### config.mk
export PLATFORM = sky130hd
export DESIGN_NAME = fifo_flex
export DESIGN_NICKNAME = d
export VERILOG_FILES = /design/src/rtl/fifo_flex.sv
export SDC_FILE = /design/constraint.sdc
export NUM_CORES = 1
export LEC_CHECK = 0
export CAP_MARGIN = 20
export CORE_MARGIN = 5
export CORE_UTILIZATION = 30
export CTS_BUF_LIST = sky130_fd_sc_hd__clkbuf_2
export DETAILED_ROUTE_END_ITERATION = 8
export DONT_BUFFER_PORTS = 1
export PLACE_DENSITY = 0.54
export SLEW_MARGIN = 20
export SYNTH_ARGS = -nofsm -noshare
export SYNTH_HDL_FRONTEND = slang
export SYNTH_SLANG_ARGS = --single-unit
### constraint.sdc
create_clock -name clk -period 3.15 [get_ports clk]
set_input_delay 0.1575 -clock clk [delete_from_list [all_inputs] [get_ports clk]]
set_output_delay 0.1575 -clock clk [all_outputs]
set_load 0.01 [all_outputs]
### src/rtl/fifo_flex.sv
// fifo_flex: single-clock FIFO with selectable read mode, occupancy and
// threshold flags, and sticky error flags.
//
// Parameters
//   DATA_WIDTH  bits per word
//   ADDR_WIDTH  address bits; DEPTH = 2**ADDR_WIDTH words
//   FWFT        0 = registered read (data one cycle after rd),
//               1 = first-word-fall-through (head word always presented)
//
// Ports
//   clk           rising-edge clock for all state
//   reset_n       synchronous active-low reset (overrides clr, rd, wr)
//   clr           synchronous flush (overrides rd, wr)
//   wr, w_data    write request and word
//   rd            read / pop request
//   ae_level      almost-empty threshold (almost_empty = count <= ae_level)
//   af_level      almost-full threshold  (almost_full  = count >= af_level)
//   r_data        read word, qualified by r_valid
//   empty, full   occupancy flags
//   almost_empty, almost_full  threshold flags
//   word_count    occupancy, 0..DEPTH
//   overflow      sticky: write attempted while full with no read
//   underflow     sticky: read attempted while empty
module fifo_flex #(
  parameter int DATA_WIDTH = 8,
  parameter int ADDR_WIDTH = 4,
  parameter int FWFT       = 0
) (
  input  logic                  clk,
  input  logic                  reset_n,
  input  logic                  clr,
  input  logic                  wr,
  input  logic [DATA_WIDTH-1:0] w_data,
  input  logic                  rd,
  input  logic [ADDR_WIDTH:0]   ae_level,
  input  logic [ADDR_WIDTH:0]   af_level,
  output logic [DATA_WIDTH-1:0] r_data,
  output logic                  r_valid,
  output logic                  empty,
  output logic                  full,
  output logic                  almost_empty,
  output logic                  almost_full,
  output logic [ADDR_WIDTH:0]   word_count,
  output logic                  overflow,
  output logic                  underflow
);

  localparam int                DEPTH      = 2 ** ADDR_WIDTH;
  localparam logic [ADDR_WIDTH:0] FULL_COUNT = (ADDR_WIDTH + 1)'(DEPTH);

  logic [DATA_WIDTH-1:0] mem [DEPTH];
  logic [ADDR_WIDTH-1:0] wr_ptr;
  logic [ADDR_WIDTH-1:0] rd_ptr;
  logic                  rd_acc;
  logic                  wr_acc;

  // Flags come straight from the registered count, so they are glitch-free
  // with respect to the request inputs.
  assign empty        = (word_count == '0);
  assign full         = (word_count == FULL_COUNT);
  assign almost_empty = (word_count <= ae_level);
  assign almost_full  = (word_count >= af_level);

  // A write into a full FIFO is still legal when a read frees a slot in the
  // same cycle; a read on an empty FIFO is never accepted, even alongside a
  // write (the new word is not yet readable).
  assign rd_acc = rd & ~empty;
  assign wr_acc = wr & (~full | rd_acc);

  // NOTE: state registers use non-blocking (<=) so every flop samples the
  // pre-edge values, independent of statement order.
  always_ff @(posedge clk) begin
    if (!reset_n || clr) begin
      wr_ptr     <= '0;
      rd_ptr     <= '0;
      word_count <= '0;
      overflow   <= 1'b0;
      underflow  <= 1'b0;
    end else begin
      if (wr_acc) wr_ptr <= wr_ptr + ADDR_WIDTH'(1);
      if (rd_acc) rd_ptr <= rd_ptr + ADDR_WIDTH'(1);

      // Acceptance rules already keep the count inside 0..DEPTH.
      case ({wr_acc, rd_acc})
        2'b10:   word_count <= word_count + (ADDR_WIDTH + 1)'(1);
        2'b01:   word_count <= word_count - (ADDR_WIDTH + 1)'(1);
        default: word_count <= word_count;
      endcase

      if (wr && full && !rd) overflow  <= 1'b1;
      if (rd && empty)       underflow <= 1'b1;
    end
  end

  // NOTE: the storage array has no reset; emptiness is tracked by pointers
  // and count, so clearing it would only cost reset fan-out.
  always_ff @(posedge clk) begin
    if (reset_n && !clr && wr_acc) mem[wr_ptr] <= w_data;
  end

  generate
    if (FWFT != 0) begin : g_fwft
      // Head word is always on the bus; forced to zero while empty so the
      // output is defined (and zero) straight after reset.
      assign r_data  = empty ? '0 : mem[rd_ptr];
      assign r_valid = ~empty;
    end else begin : g_registered
      always_ff @(posedge clk) begin
        if (!reset_n) begin
          r_data  <= '0;
          r_valid <= 1'b0;
        end else if (clr) begin
          r_valid <= 1'b0;
        end else begin
          r_valid <= rd_acc;
          if (rd_acc) r_data <= mem[rd_ptr];
        end
      end
    end
  endgenerate

endmodule

==> insert_results.sql <==
INSERT INTO impl_metrics (metric_group, metric, value, unit) VALUES
('outcome', 'status', 'completed', ''),
('logic_synthesis', 'async_flop_share', '0', '%'),
('critical_path', 'worst_setup_path_start_kind', 'flip-flop', ''),
('critical_path', 'crit_type', 'flip-flop to flip-flop', ''),
('detailed_routing', 'dr.pass1.iters', '5', ''),
('clocking', 'clkSlewWorstSetupHoldPaths', '230', 'ps'),
('logic_synthesis', 'synthFlopType', 'edfxtp_1', ''),
('die', 'io-pin-count', '43', ''),
('clocking', 'cts-buffers-inserted', '17', ''),
('logic_synthesis', 'synthDominantCellAreaShare', '61.2', '%'),
('logic_synthesis', 'synth_warnings', '0', ''),
('sta', 'worst_clock_skew', '37.6', 'ps'),
('detailed_routing', 'via_count', '3324', ''),
('sta', 'post-route-min-period', '2670', 'ps'),
('pwr', 'vdd_drop_max', '252', 'uV'),
('die', 'die_area', '23900', 'sq um'),
('logic_synthesis', 'synth.cell_area', '6280', 'sq um'),
('global_routing', 'grt.met1_usage', '15.1', '%'),
('pwr', 'power_leakage', '0.00223', 'uW'),
('global_routing', 'global_route_wire_length_before_repair', '20800', 'um'),
('worst_hold_path', 'min-delay-path-class', 'input port to flip-flop', ''),
('pwr', 'design_power_total', '3440', 'uW'),
('logic_synthesis', 'synth.yosys.seq_area_share', '68.8', '%'),
('critical_path', 'critical-path-max-stage-delay', '610', 'ps'),
('sta', 'unrepaired_setup_endpoints_after_global_routing', 'false', ''),
('global_routing', 'grt.overflow.total', '0', ''),
('sta', 'final_max_slew_viol_count', '0', ''),
('global_routing', 'grt_peak_use_layer', 'met2', ''),
('sta', 'fin_crit_sh', '84.9', '%'),
('logic_synthesis', 'synth_top_cell_by_area', 'edfxtp_1', ''),
('logic_synthesis', 'yosys_register_bits', '152', ''),
('global_routing', 'grt_antenna_before_repair', '1', ''),
('logic_synthesis', 'synth_area_per_cell', '16.8', 'sq um'),
('placement', 'dpl.hpwl', '9100', 'um'),
('global_routing', 'track_usage', '11.9', '%'),
('global_routing', 'grt_max_degree', '35', ''),
('logic_synthesis', 'syn_inst', '374', ''),
('logic_synthesis', 'synthTopCellsByArea', 'edfxtp_1 (61%), mux4_2 (11%), dfxtp_1 (7.6%), ha_1 (3.4%), mux2i_1 (2.5%)', ''),
('placement', 'dp.cells', '642', ''),
('global_routing', 'globalRouteMet2Util', '19.1', '%'),
('clocking', 'post_cts_repair_setup_buffers', '0', ''),
('global_routing', 'number_of_global_route_vias_before_repair', '3522', ''),
('sta', 'timing_worst_slew_pin_value', '933', 'ps'),
('critical_path', 'timing.critical_path.max_delay_family', 'simple AND/OR/NAND/NOR gates', ''),
('sta', 'setup_viol', '0', ''),
('clocking', 'cts-htree-levels', '4', ''),
('flow_run', 'cap_violations', '0', ''),
('logic_synthesis', 'yosys.cell_count.top_type', 'edfxtp_1', ''),
('detailed_routing', 'route.detailed.vias_per_inst', '4.81', ''),
('global_routing', 'routing_usage_on_met3', '4.62', '%'),
('logic_synthesis', 'synth.lib_cells_used.distinct', '39', ''),
('clocking', 'number_of_buffers_on_the_longest_clock_path', '2', ''),
('critical_path', 'crit_required', '3770', 'ps'),
('final_layout', 'final_cell_count_no_fill', '691', ''),
('final_layout', 'final_layout_size_suffix_gt1_share', '19.0', '%'),
('logic_synthesis', 'synth_enable_flop_cells', '128', ''),
('logic_synthesis', 'synth_fp_nets', '414', ''),
('die', 'core_area', '20800', 'sq um'),
('pwr', 'power.density', '490', 'nW/um^2'),
('clocking', 'cts_tree', 'yes', ''),
('logic_synthesis', 'synth.cells.most_frequent', 'edfxtp_1 (128), nor2_1 (38), mux4_2 (32)', ''),
('die', 'die_width', '155', 'um'),
('detailed_routing', 'detailed_route_iter0_violations', '241', ''),
('detailed_routing', 'wl', '13600', 'um'),
('final_layout', 'flow.area_growth_from_synthesis', '11.7', '%'),
('critical_path', 'cpMaxStageDelayCell', 'or4_4', ''),
('die', 'initial_core_util', '30.2', '%'),
('final_layout', 'final_core_utilization', '33.7', '%'),
('die', 'floorplan.die.height', '155', 'um'),
('critical_path', 'critical_path.n_buffers_inverters', '0', ''),
('sta', 'setup_total_negative_slack', '0', 'ps');
-- layout by cell type (no fill, tap or decap), drive strengths merged, types with 3 or more instances in the layout --
master,n
a2bb2oi,7
xnor2,5
ha,17
nor2b,4
clkinv,6
dfxtp,24
xor2,5
mux4,32
edfxtp,128
nor2,38
mux2i,16
clkbuf,17
dlygate4sd3,16
inv,20
o21ai,13
nand2,15
a21oi,9
o22ai,3
o21a,4
nand3,4
buf,10
-- area by class of cell --
class,instances,area [sq um]
Clock inverter,15,144
Fill cell,2034,13800
Sequential cell,152,4330
Tap cell,275,344
Antenna cell,1,2.50
Inverter,14,52.6
Clock buffer,17,85.1
Multi-Input combinational cell,191,1810
Timing Repair Buffer,26,248
-- cells by family (layout without fill, tap and decap cells) --
| group | after synthesis | count (layout) | synth area share (%) |
|---|---|---|---|
| AO/OA/AOI/OAI | 45 | 45 | 4.90 |
| buffers and inverters | 31 | 72 | 2.29 |
| XOR/XNOR | 10 | 10 | 1.39 |
| multiplexers | 48 | 48 | 14.0 |
| adder cells (fa/ha/maj) | 17 | 17 | 3.39 |
| AND/OR/NAND/NOR | 71 | 71 | 5.16 |
| other | 0 | 1 | 0 |
| flip-flops | 152 | 152 | 68.8 |
-- flip-flops by register name, indices dropped and copies added (netlist names) --
name and count:
mem 128, r_data 8, word_count 5, rd_ptr 4, wr_ptr 4, overflow 1, r_valid 1, underflow 1
-- metrics by stage --
stage                     setup WS (ps)  instance area (sq um)
after floorplan                     705                   6280
after global placement              617                   6620
after detailed placement            575                   6620
after CTS                           470                   7010
after global routing                296                   7010
final                               477                   7010
-- power breakdown --
part / internal [uW] / switching [uW] / total [uW]
logic: 68.7 / 108 / 177
registers: 2190 / 24.0 / 2220
clock network: 304 / 740 / 1040
-- tightest hold or removal path: stages --
cell	delay, ps
nand2b_1	90
or3_1	230
nor2_1	60
buf_4	190
-- path summary, 6_finish.rpt --
path | slack, ps | cells past startpoint | start | end
worst max-delay path | 480 | 10 | word_count[0] | word_count[4]
worst min-delay path | 180 | 4 | clr | mem[1][1]
worst max register to register | 480 | 10 | word_count[0] | word_count[4]
worst min register to register | 590 | 2 | rd_ptr[3] | rd_ptr[3]
-- routing by layer --
layer  vias to the layer above  wire (um)  part of all wire (%)
met5                         -          0                     0
met4                         0         91                  0.67
met3                         6        954                   7.0
met2                       114       6590                    48
met1                      1696       6000                    44
li1                       1508          -                     -
-- repair_timing --
item	CTS	global route
endpoints found under the setup margin	0	0
hold endpoints to repair	152	0
hold buffers	16	0
Note: power is estimated with default switching activity, not from simulation.
